===== config.mk =====
export PLATFORM = sky130hd
export DESIGN_NAME = hazard_scoreboard_flat
export DESIGN_NICKNAME = d
export VERILOG_FILES = /design/src/rtl/hazard_scoreboard_pkg.sv /design/src/rtl/hazard_scoreboard_if.sv /design/src/rtl/hazard_scoreboard_counter.sv /design/src/rtl/hazard_scoreboard.sv /design/src/flat_wrapper.sv
export SDC_FILE = /design/constraint.sdc
export NUM_CORES = 1
export LEC_CHECK = 0
export BUFFER_PORTS_ARGS = -buffer_cell sky130_fd_sc_hd__clkbuf_2
export CORE_ASPECT_RATIO = 1.2
export CORE_MARGIN = 5
export CORE_UTILIZATION = 30
export CTS_BUF_LIST = sky130_fd_sc_hd__clkbuf_2 sky130_fd_sc_hd__clkbuf_4 sky130_fd_sc_hd__clkbuf_8
export CTS_CLUSTER_DIAMETER = 60
export DETAILED_ROUTE_END_ITERATION = 7
export GPL_TIMING_DRIVEN = 0
export SLEW_MARGIN = 30
export SYNTH_ARGS = -nofsm -noshare
export SYNTH_HDL_FRONTEND = slang
export SYNTH_SLANG_ARGS = --single-unit

===== constraint.sdc =====
create_clock -name clock_i -period 22.5 [get_ports clock_i]
set_clock_uncertainty 0.05 [all_clocks]
set_input_delay 4.5 -clock clock_i [delete_from_list [all_inputs] [get_ports clock_i]]
set_output_delay 4.5 -clock clock_i [all_outputs]
set_load 0.03 [all_outputs]

===== src/rtl/hazard_scoreboard_pkg.sv =====
// Purpose : shared types, opcode constants and decode helpers for the hazard scoreboard.
// Latency : n/a (declarations only).
// Backpressure: n/a.
package pa_pkg;

  localparam int NUM_REGS   = 32;
  localparam int REG_W      = 5;
  localparam int CNT_W      = 4;
  localparam int ASSIGN_LAT = 2;

  localparam logic [1:0] FT_LOADSTORE = 2'd1;
  localparam logic [1:0] FT_BANK      = 2'd3;

  localparam logic [6:0] OP_ASSIGN0 = 7'd0;
  localparam logic [6:0] OP_ASSIGN  = 7'd10;
  localparam logic [6:0] OP_BANKINC = 7'd20;
  localparam logic [6:0] OP_BANKDEC = 7'd21;

  // A destination at or above this count is treated as full, leaving headroom
  // for the +2 that a same-register dual write can add in one cycle.
  localparam logic [CNT_W-1:0] CNT_LIMIT = CNT_W'((1 << CNT_W) - 3);

  typedef struct packed {
    logic        enable;
    logic        pwrite;
    logic        pread;
    logic        sread;
    logic [1:0]  functionType;
    logic [6:0]  opcode;
    logic [4:0]  primOperand;
    logic [15:0] secOperand;
  } issue_t;

  typedef struct packed {
    logic             valid;
    logic [REG_W-1:0] addr;
  } asgEntry_t;

  function automatic logic isAssign(issue_t ins);
    return ins.pwrite && (ins.functionType == FT_LOADSTORE) &&
           ((ins.opcode == OP_ASSIGN) || (ins.opcode == OP_ASSIGN0));
  endfunction

  function automatic logic isBank(issue_t ins);
    return (ins.functionType == FT_BANK) &&
           ((ins.opcode == OP_BANKINC) || (ins.opcode == OP_BANKDEC));
  endfunction

endpackage


===== src/rtl/hazard_scoreboard_if.sv =====
// Purpose : decoder/writeback-side bundle of the hazard scoreboard.
// Latency : n/a (wires only).
// Backpressure: grant/stall flow back to the decoder through this bundle.
// Ports   : master = decoder/exec side (drives issue, flush, writeback);
//           slave  = scoreboard (drives grants, stall, busy, stall count, errors).
interface hazard_scoreboard_if;
  import pa_pkg::*;

  logic             enableA_i, enableB_i;
  logic             pwriteA_i, preadA_i, sreadA_i;
  logic             pwriteB_i, preadB_i, sreadB_i;
  logic [1:0]       functionTypeA_i, functionTypeB_i;
  logic [6:0]       opcodeA_i, opcodeB_i;
  logic [REG_W-1:0] primOperandA_i, primOperandB_i;
  logic [15:0]      secOperandA_i, secOperandB_i;
  logic             flushBack_i;
  logic             wbA_i, wbB_i;
  logic [REG_W-1:0] wbAddrA_i, wbAddrB_i;
  logic             grantA_o, grantB_o;
  logic             stall_o;
  logic             busy_o;
  logic [15:0]      stallCount_o;
  logic             errorA_o, errorB_o;

  modport master (
    output enableA_i, enableB_i, pwriteA_i, preadA_i, sreadA_i,
           pwriteB_i, preadB_i, sreadB_i, functionTypeA_i, functionTypeB_i,
           opcodeA_i, opcodeB_i, primOperandA_i, primOperandB_i,
           secOperandA_i, secOperandB_i, flushBack_i,
           wbA_i, wbB_i, wbAddrA_i, wbAddrB_i,
    input  grantA_o, grantB_o, stall_o, busy_o, stallCount_o, errorA_o, errorB_o
  );

  modport slave (
    input  enableA_i, enableB_i, pwriteA_i, preadA_i, sreadA_i,
           pwriteB_i, preadB_i, sreadB_i, functionTypeA_i, functionTypeB_i,
           opcodeA_i, opcodeB_i, primOperandA_i, primOperandB_i,
           secOperandA_i, secOperandB_i, flushBack_i,
           wbA_i, wbB_i, wbAddrA_i, wbAddrB_i,
    output grantA_o, grantB_o, stall_o, busy_o, stallCount_o, errorA_o, errorB_o
  );

endinterface


===== src/rtl/hazard_scoreboard_counter.sv =====
// Purpose : pending-write counter for one architectural register.
// Latency : count updates on the rising edge; cntNext/wbZeroErr are combinational.
// Backpressure: none; a writeback seen at count 0 is dropped and flagged instead.
// Ports   : incVec/wbVec/asgVec are {pipeB, pipeA} hit vectors for this register;
//           cnt is the registered count, cntNext the value loaded at the next edge.
module scoreboard_counter
  import pa_pkg::*;
(
  input  logic             clock_i,
  input  logic             reset_i,
  input  logic [1:0]       incVec,
  input  logic [1:0]       wbVec,
  input  logic [1:0]       asgVec,
  output logic [CNT_W-1:0] cnt,
  output logic [CNT_W-1:0] cntNext,
  output logic [1:0]       wbZeroErr
);

  // One cycle moves the count by -4..+2, so two extra bits hold the
  // two's-complement sum without wrapping.
  localparam int SUM_W = CNT_W + 2;

  logic             cntZero;
  logic [1:0]       wbDec;
  logic [SUM_W-1:0] sum;

  always_comb begin
    cntZero   = (cnt == '0);
    wbZeroErr = wbVec & {2{cntZero}};
    wbDec     = wbVec & {2{~cntZero}};
    sum       = {2'b00, cnt}
              + SUM_W'(incVec[0]) + SUM_W'(incVec[1])
              - SUM_W'(wbDec[0])  - SUM_W'(wbDec[1])
              - SUM_W'(asgVec[0]) - SUM_W'(asgVec[1]);
    // Clamp: a double writeback or a stray release can never wrap the count.
    if (sum[SUM_W-1]) begin
      cntNext = '0;
    end else if (sum[CNT_W]) begin
      cntNext = '1;
    end else begin
      cntNext = sum[CNT_W-1:0];
    end
  end

  always_ff @(posedge clock_i or negedge reset_i) begin
    if (!reset_i) begin
      cnt <= '0;
    end else begin
      cnt <= cntNext;
    end
  end

endmodule


===== src/rtl/hazard_scoreboard.sv =====
// Purpose : dual-pipe RAW/WAW scoreboard granting or stalling the A/B issue pair.
// Latency : grants/stall combinational from registered counters; a writeback
//           unblocks a dependent issue one cycle later.
// Backpressure: stall_o holds both pipes; B never issues past a stalled A.
// Ports   : clock_i/reset_i (async active-low), bus = slave side of the issue,
//           flush and writeback bundle carrying grants, stall, busy, stall count, errors.
module hazard_scoreboard
  import pa_pkg::*;
(
  input  logic              clock_i,
  input  logic              reset_i,
  hazard_scoreboard_if.slave bus
);

  issue_t           insA, insB;
  logic             hazardA, hazardB;
  logic             grantA, grantB, stall;
  logic             allocA, allocB;
  logic             intraRaw, intraBank;
  logic             busyQ, busyNext;
  logic [15:0]      stallCountQ;
  logic             errorAQ, errorBQ, errNextA, errNextB;

  logic [CNT_W-1:0] cnt       [NUM_REGS];
  logic [CNT_W-1:0] cntNext   [NUM_REGS];
  logic [1:0]       wbZeroErr [NUM_REGS];

  // Index 0 = pipe A, 1 = pipe B.
  asgEntry_t        asgQ   [2][ASSIGN_LAT];
  asgEntry_t        asgD   [2][ASSIGN_LAT];
  asgEntry_t        asgOut [2];

  assign insA = '{enable: bus.enableA_i, pwrite: bus.pwriteA_i, pread: bus.preadA_i,
                  sread: bus.sreadA_i, functionType: bus.functionTypeA_i,
                  opcode: bus.opcodeA_i, primOperand: bus.primOperandA_i,
                  secOperand: bus.secOperandA_i};
  assign insB = '{enable: bus.enableB_i, pwrite: bus.pwriteB_i, pread: bus.preadB_i,
                  sread: bus.sreadB_i, functionType: bus.functionTypeB_i,
                  opcode: bus.opcodeB_i, primOperand: bus.primOperandB_i,
                  secOperand: bus.secOperandB_i};

  function automatic logic baseHazard(issue_t ins, logic [CNT_W-1:0] cntPrim,
                                      logic [CNT_W-1:0] cntSec, logic busy);
    return (ins.pread  && (cntPrim != '0)) ||
           (ins.sread  && (cntSec  != '0)) ||
           (ins.pwrite && (cntPrim >= CNT_LIMIT)) ||
           (isBank(ins) && busy);
  endfunction

  always_comb begin
    hazardA = baseHazard(insA, cnt[insA.primOperand],
                         cnt[insA.secOperand[REG_W-1:0]], busyQ);
    grantA  = insA.enable && !hazardA && !bus.flushBack_i;

    // Same-cycle hazards against the older pipe are invisible in the counters,
    // so they are checked against A's decoded fields directly.
    intraRaw  = grantA && insA.pwrite &&
                ((insB.pread && (insB.primOperand == insA.primOperand)) ||
                 (insB.sread && (insB.secOperand[REG_W-1:0] == insA.primOperand)));
    intraBank = grantA && insA.pwrite && isBank(insB);
    hazardB   = baseHazard(insB, cnt[insB.primOperand],
                           cnt[insB.secOperand[REG_W-1:0]], busyQ) ||
                (insA.enable && !grantA) || intraRaw || intraBank;
    grantB    = insB.enable && !hazardB && !bus.flushBack_i;

    stall  = (insA.enable && !grantA) || (insB.enable && !grantB);
    // Bank instructions serialise but never own a register.
    allocA = insA.pwrite && !isBank(insA);
    allocB = insB.pwrite && !isBank(insB);
  end

  // Assignments have no writeback; a fixed-depth pipe releases them instead.
  always_comb begin
    asgD[0][0] = '{valid: grantA && isAssign(insA), addr: insA.primOperand};
    asgD[1][0] = '{valid: grantB && isAssign(insB), addr: insB.primOperand};
    for (int p = 0; p < 2; p++) begin
      for (int k = 1; k < ASSIGN_LAT; k++) begin
        asgD[p][k] = asgQ[p][k-1];
      end
      asgOut[p] = asgQ[p][ASSIGN_LAT-1];
    end
  end

  for (genvar r = 0; r < NUM_REGS; r++) begin : gReg
    localparam logic [REG_W-1:0] IDX = REG_W'(r);
    logic [1:0] incVec, wbVec, asgVec;

    assign incVec = {grantB && allocB && (insB.primOperand == IDX),
                     grantA && allocA && (insA.primOperand == IDX)};
    assign wbVec  = {bus.wbB_i && (bus.wbAddrB_i == IDX),
                     bus.wbA_i && (bus.wbAddrA_i == IDX)};
    assign asgVec = {asgOut[1].valid && (asgOut[1].addr == IDX),
                     asgOut[0].valid && (asgOut[0].addr == IDX)};

    scoreboard_counter uCounter (
      .clock_i   (clock_i),
      .reset_i   (reset_i),
      .incVec    (incVec),
      .wbVec     (wbVec),
      .asgVec    (asgVec),
      .cnt       (cnt[r]),
      .cntNext   (cntNext[r]),
      .wbZeroErr (wbZeroErr[r])
    );
  end

  // busy_o reflects the post-edge state so a wb in cycle N frees a bank op in N+1.
  always_comb begin
    busyNext = 1'b0;
    errNextA = errorAQ;
    errNextB = errorBQ;
    for (int r = 0; r < NUM_REGS; r++) begin
      busyNext = busyNext | (cntNext[r] != '0);
      errNextA = errNextA | wbZeroErr[r][0];
      errNextB = errNextB | wbZeroErr[r][1];
    end
    for (int p = 0; p < 2; p++) begin
      for (int k = 0; k < ASSIGN_LAT; k++) begin
        busyNext = busyNext | asgD[p][k].valid;
      end
    end
  end

  always_ff @(posedge clock_i or negedge reset_i) begin
    if (!reset_i) begin
      busyQ       <= 1'b0;
      stallCountQ <= '0;
      errorAQ     <= 1'b0;
      errorBQ     <= 1'b0;
      for (int p = 0; p < 2; p++) begin
        for (int k = 0; k < ASSIGN_LAT; k++) begin
          asgQ[p][k] <= '0;
        end
      end
    end else begin
      busyQ   <= busyNext;
      errorAQ <= errNextA;
      errorBQ <= errNextB;
      if (stall && (stallCountQ != 16'hFFFF)) begin
        stallCountQ <= stallCountQ + 16'd1;
      end
      for (int p = 0; p < 2; p++) begin
        for (int k = 0; k < ASSIGN_LAT; k++) begin
          asgQ[p][k] <= asgD[p][k];
        end
      end
    end
  end

  assign bus.grantA_o     = grantA;
  assign bus.grantB_o     = grantB;
  assign bus.stall_o      = stall;
  assign bus.busy_o       = busyQ;
  assign bus.stallCount_o = stallCountQ;
  assign bus.errorA_o     = errorAQ;
  assign bus.errorB_o     = errorBQ;

endmodule

===== src/flat_wrapper.sv =====
// flat-port wrapper written by rule: the top's interface ports become plain ports
module hazard_scoreboard_flat import pa_pkg::*;
  (clock_i, reset_i, bus_enableA_i, bus_enableB_i, bus_pwriteA_i, bus_preadA_i, bus_sreadA_i, bus_pwriteB_i, bus_preadB_i, bus_sreadB_i, bus_functionTypeA_i, bus_functionTypeB_i, bus_opcodeA_i, bus_opcodeB_i, bus_primOperandA_i, bus_primOperandB_i, bus_secOperandA_i, bus_secOperandB_i, bus_flushBack_i, bus_wbA_i, bus_wbB_i, bus_wbAddrA_i, bus_wbAddrB_i, bus_grantA_o, bus_grantB_o, bus_stall_o, bus_busy_o, bus_stallCount_o, bus_errorA_o, bus_errorB_o);
  hazard_scoreboard_if bus_i ();
  input  logic clock_i;
  input  logic reset_i;
  input wire logic [$bits(bus_i.enableA_i)-1:0] bus_enableA_i;
  input wire logic [$bits(bus_i.enableB_i)-1:0] bus_enableB_i;
  input wire logic [$bits(bus_i.pwriteA_i)-1:0] bus_pwriteA_i;
  input wire logic [$bits(bus_i.preadA_i)-1:0] bus_preadA_i;
  input wire logic [$bits(bus_i.sreadA_i)-1:0] bus_sreadA_i;
  input wire logic [$bits(bus_i.pwriteB_i)-1:0] bus_pwriteB_i;
  input wire logic [$bits(bus_i.preadB_i)-1:0] bus_preadB_i;
  input wire logic [$bits(bus_i.sreadB_i)-1:0] bus_sreadB_i;
  input wire logic [$bits(bus_i.functionTypeA_i)-1:0] bus_functionTypeA_i;
  input wire logic [$bits(bus_i.functionTypeB_i)-1:0] bus_functionTypeB_i;
  input wire logic [$bits(bus_i.opcodeA_i)-1:0] bus_opcodeA_i;
  input wire logic [$bits(bus_i.opcodeB_i)-1:0] bus_opcodeB_i;
  input wire logic [$bits(bus_i.primOperandA_i)-1:0] bus_primOperandA_i;
  input wire logic [$bits(bus_i.primOperandB_i)-1:0] bus_primOperandB_i;
  input wire logic [$bits(bus_i.secOperandA_i)-1:0] bus_secOperandA_i;
  input wire logic [$bits(bus_i.secOperandB_i)-1:0] bus_secOperandB_i;
  input wire logic [$bits(bus_i.flushBack_i)-1:0] bus_flushBack_i;
  input wire logic [$bits(bus_i.wbA_i)-1:0] bus_wbA_i;
  input wire logic [$bits(bus_i.wbB_i)-1:0] bus_wbB_i;
  input wire logic [$bits(bus_i.wbAddrA_i)-1:0] bus_wbAddrA_i;
  input wire logic [$bits(bus_i.wbAddrB_i)-1:0] bus_wbAddrB_i;
  output wire logic [$bits(bus_i.grantA_o)-1:0] bus_grantA_o;
  output wire logic [$bits(bus_i.grantB_o)-1:0] bus_grantB_o;
  output wire logic [$bits(bus_i.stall_o)-1:0] bus_stall_o;
  output wire logic [$bits(bus_i.busy_o)-1:0] bus_busy_o;
  output wire logic [$bits(bus_i.stallCount_o)-1:0] bus_stallCount_o;
  output wire logic [$bits(bus_i.errorA_o)-1:0] bus_errorA_o;
  output wire logic [$bits(bus_i.errorB_o)-1:0] bus_errorB_o;
  assign bus_i.enableA_i = bus_enableA_i;
  assign bus_i.enableB_i = bus_enableB_i;
  assign bus_i.pwriteA_i = bus_pwriteA_i;
  assign bus_i.preadA_i = bus_preadA_i;
  assign bus_i.sreadA_i = bus_sreadA_i;
  assign bus_i.pwriteB_i = bus_pwriteB_i;
  assign bus_i.preadB_i = bus_preadB_i;
  assign bus_i.sreadB_i = bus_sreadB_i;
  assign bus_i.functionTypeA_i = bus_functionTypeA_i;
  assign bus_i.functionTypeB_i = bus_functionTypeB_i;
  assign bus_i.opcodeA_i = bus_opcodeA_i;
  assign bus_i.opcodeB_i = bus_opcodeB_i;
  assign bus_i.primOperandA_i = bus_primOperandA_i;
  assign bus_i.primOperandB_i = bus_primOperandB_i;
  assign bus_i.secOperandA_i = bus_secOperandA_i;
  assign bus_i.secOperandB_i = bus_secOperandB_i;
  assign bus_i.flushBack_i = bus_flushBack_i;
  assign bus_i.wbA_i = bus_wbA_i;
  assign bus_i.wbB_i = bus_wbB_i;
  assign bus_i.wbAddrA_i = bus_wbAddrA_i;
  assign bus_i.wbAddrB_i = bus_wbAddrB_i;
  assign bus_grantA_o = bus_i.grantA_o;
  assign bus_grantB_o = bus_i.grantB_o;
  assign bus_stall_o = bus_i.stall_o;
  assign bus_busy_o = bus_i.busy_o;
  assign bus_stallCount_o = bus_i.stallCount_o;
  assign bus_errorA_o = bus_i.errorA_o;
  assign bus_errorB_o = bus_i.errorB_o;
  hazard_scoreboard u_core (.clock_i(clock_i), .reset_i(reset_i), .bus(bus_i));
endmodule

==> flow_summary.toml <==
[worst_setup_path]
cpLargestDelayFamily = "simple AND/OR/NAND/NOR gates"
critPathRequiredTime_ns = 22.90
end_kind = "flop"
crit_buf_inv = 6
crit_type = "in -> reg"
start_kind = "input port"
crit_slowest_cell = "nor4_1"
cp.arrival_ns = 14.78
slowest_delay_ns = 0.79
cp_max_fo = 10

[yosys]
async_flop_share = 1.00
syn_inst = 1921
synth_seq_cells = 171
yosys_warnings = 0
synth_area_mm2 = 0.0181
synth-edff-count = 0
syn_nets = 2327
ys_seq_area_frac = 0.237
synth_flop_cell = "dfrtp_1"
yosysUniqueCellTypes = 69
postSynthAreaPerCell_um2 = 9.41

[power_and_ir_drop]
p_clk_frac = 0.203
combPwrFrac = 0.391
sw_frac_of_total = 0.470
p_int_mw = 0.608
leakagePower_nw = 7.69
power.net_switching_mw = 0.538
ir_drop_v = 0.0000446
power.density_mw_per_mm2 = 57.4
p_seq_frac = 0.406

[place]
place_area_mm2 = 0.0196
portBuffers = 75
routabilityCongestion = 1.04
dp.final_hpwl_mm = 63.5

[floorplanning]
num_io_pins = 105
initial_core_util = 0.303
die_w_um = 234
rows = 98
dieArea_mm2 = 0.0653
core_area_mm2 = 0.0596
die_h_um = 279

[timing]
worstMarginPinSlew_ns = 1.06
slew_headroom = 0.292
tns_ns = 0
hold_viol = 0
setup_viol = 0
fin_crit_sh = 0.639
fmax_ghz = 0.0695
post-route-min-period_ns = 14.38
rsz0062_at_grt = "false"
holdWs_ns = 0.305
slew_violations = 0

[min_path]
min_path_type = "reg -> reg"

[finish]
nets = 2426
layout-drive-gt1-share = 0.0984
register_area_mm2 = 0.00428
most-common-layout-cells = "nor2_1, inv_1, fa_1, dfrtp_1, nand2_1"
fin_area_mm2 = 0.0200
mostFrequentLayoutCell = "nor2_1"
multiInputGateArea_mm2 = 0.0126
syn_to_final_growth_pct = 10.5
n_fill_cell = 6198

[detailed_routing]
via_count = 15400
drt_wl_total_mm = 76.5
drt-initial-drc-count = 1646
route.detailed.wl_per_inst_um = 27.0
drc = 0
vias_per_cell = 5.42
ant_nets = 0
drt_pass1_iterations = 6

[clock_tree]
path_clk_slew_ns = 0.09
cts_buffer_depth = 2
post_cts_buffers = 0
cts-root-buf = "clkbuf_8"
cts_tree = "built"
h-tree-depth = 4
cts_resized = 0
clock_sinks = 171
numCtsBuffers = 17
clock_latency_ns = 0.59
cts-hold-fix-buffers = 0

[global_routing]
antenna_found_initial = 3
grt_pass1_wl_mm = 110
grt_max_degree = 64
grt_pass1_vias = 16100
grt-ovfl-total = 0
grt_usage = 0.236

[flow_run]
cap_violations = 0

[status]
status = "completed"
[routing by layer]
metal | GRT usage | wire (um) | vias to the layer above
met5 | 0 | 0 | -
met4 | 0.192 | 7880 | 0
met3 | 0.0466 | 5130 | 244
met2 | 0.381 | 36200 | 721
met1 | 0.270 | 27300 | 7849
li1 | - | - | 6542
[path summary, 6_finish.rpt]
path	cells past startpoint	end	slack (ns)	start
min	0	u_core.asgOut[10]$_DFF_PN0_	0.31	u_core.asgD[16]$_DFF_PN0_
min reg2reg	0	u_core.asgOut[10]$_DFF_PN0_	0.31	u_core.asgD[16]$_DFF_PN0_
max reg2reg	24	u_core.bus.busy_o$_DFF_PN0_	11.97	u_core.gReg[4].uCounter.cnt[1]$_DFF_PN0_
min in group asynchronous	1	u_core.asgOut[10]$_DFF_PN0_	3.83	reset_i
max in group asynchronous	2	u_core.asgOut[0]$_DFF_PN0_	17.83	reset_i
max	28	u_core.bus.busy_o$_DFF_PN0_	8.12	bus_primOperandB_i[1]
[sequential cells by signal (all words and copies together), names as in the netlist]
signal                    flops
u_core.bus.errorB_o           1
u_core.bus.busy_o             1
u_core.bus.stallCount_o      16
u_core.asgD                  12
u_core.bus.errorA_o           1
u_core.asgOut                12
u_core.gReg.uCounter.cnt    128
[area by class of cell]
| cell class | instances | area share |
|---|---|---|
| clock buffers | 19 | 0.0125 |
| clock inverters | 13 | 0.00602 |
| diodes | 1 | 0.000125 |
| repair buffers | 80 | 0.0231 |
| inverters | 264 | 0.0497 |
| well taps | 800 | 0.0502 |
| plain buffers | 69 | 0.0142 |
| flip-flops and latches | 171 | 0.214 |
| multi-input cells | 1417 | 0.630 |
[per-stage QoR]
step,setup slack (ns),instances,total power [mW],util
6_report,8.12,2834,1.15,0.335
2_1_floorplan,10.78,1921,0.721,-
3_3_place_gp,7.38,2796,0.897,0.326
5_1_grt,8.17,2834,1.21,0.335
4_1_cts,8.44,2833,1.15,0.335
3_5_place_dp,7.83,2801,0.915,0.329
[power by group through the flow]
stage / clock [mW] / sequential, mW / combinational [mW]
detailed placement: 0 / 0.470 / 0.445
finish: 0.232 / 0.466 / 0.448
floorplan: 0 / 0.436 / 0.285
global route: 0.251 / 0.473 / 0.490
global placement: 0 / 0.466 / 0.430
CTS: 0.241 / 0.464 / 0.448
[worst reg2reg max path: stages (launching register included)]
cell and delay, ns:
dfrtp_1 0.50, or4_1 0.83, mux4_2 0.55, nor2_1 0.09, a2111oi_0 0.07, a211oi_1 0.84
o2111ai_1 0.23, nor3b_1 0.49, and2_1 0.32, nand4_2 0.52, nor2_1 0.46, fa_1 0.49
fa_1 0.40, fa_1 0.44, ha_1 0.24, inv_1 0.08, fa_1 0.29, nand4_1 0.13
nor3_1 0.76, nand2_1 0.14, or4_1 0.54, nor4_1 0.79, nand4_1 0.17, nor3_1 0.59
or3b_1 0.41
[synthesized netlist by cell type (7+ instances only)]
cell type | number | area share
clkbuf_1 | 51 | 0.011
and2_1 | 12 | 0.0042
xor2_1 | 20 | 0.0097
a21oi_1 | 37 | 0.010
ha_1 | 99 | 0.069
a31oi_1 | 10 | 0.0035
or4_1 | 52 | 0.022
nor2_2 | 8 | 0.0028
a211oi_1 | 7 | 0.0029
nor3b_1 | 11 | 0.0046
nor3_1 | 49 | 0.014
mux2i_1 | 40 | 0.022
fa_1 | 224 | 0.25
o21ai_0 | 17 | 0.0047
nand4_1 | 21 | 0.0073
dfrtp_1 | 171 | 0.24
and3_1 | 16 | 0.0055
inv_1 | 263 | 0.055
a22oi_1 | 8 | 0.0033
xnor2_1 | 39 | 0.019
nand2b_1 | 18 | 0.0062
buf_2 | 11 | 0.0030
nor4_1 | 33 | 0.011
nand3_1 | 97 | 0.027
nor2_1 | 296 | 0.061
nor2b_1 | 55 | 0.019
mux4_2 | 38 | 0.047
nand2_1 | 115 | 0.024
a311oi_1 | 8 | 0.0039
o211ai_1 | 8 | 0.0033
o22ai_1 | 12 | 0.0042
[logic make-up (layout without fill, tap and decap cells)]
group / Yosys count / count (layout) / synth area share
buffers and inverters: 333 / 445 / 0.0704
adder cells (fa/ha/maj): 323 / 323 / 0.317
flip-flops: 171 / 171 / 0.237
AO/OA/AOI/OAI: 143 / 143 / 0.0547
XOR/XNOR: 59 / 59 / 0.0286
other: 0 / 1 / 0
AND/OR/NAND/NOR: 809 / 809 / 0.220
multiplexers: 83 / 83 / 0.0728
Power figures use the tool's default switching activity.
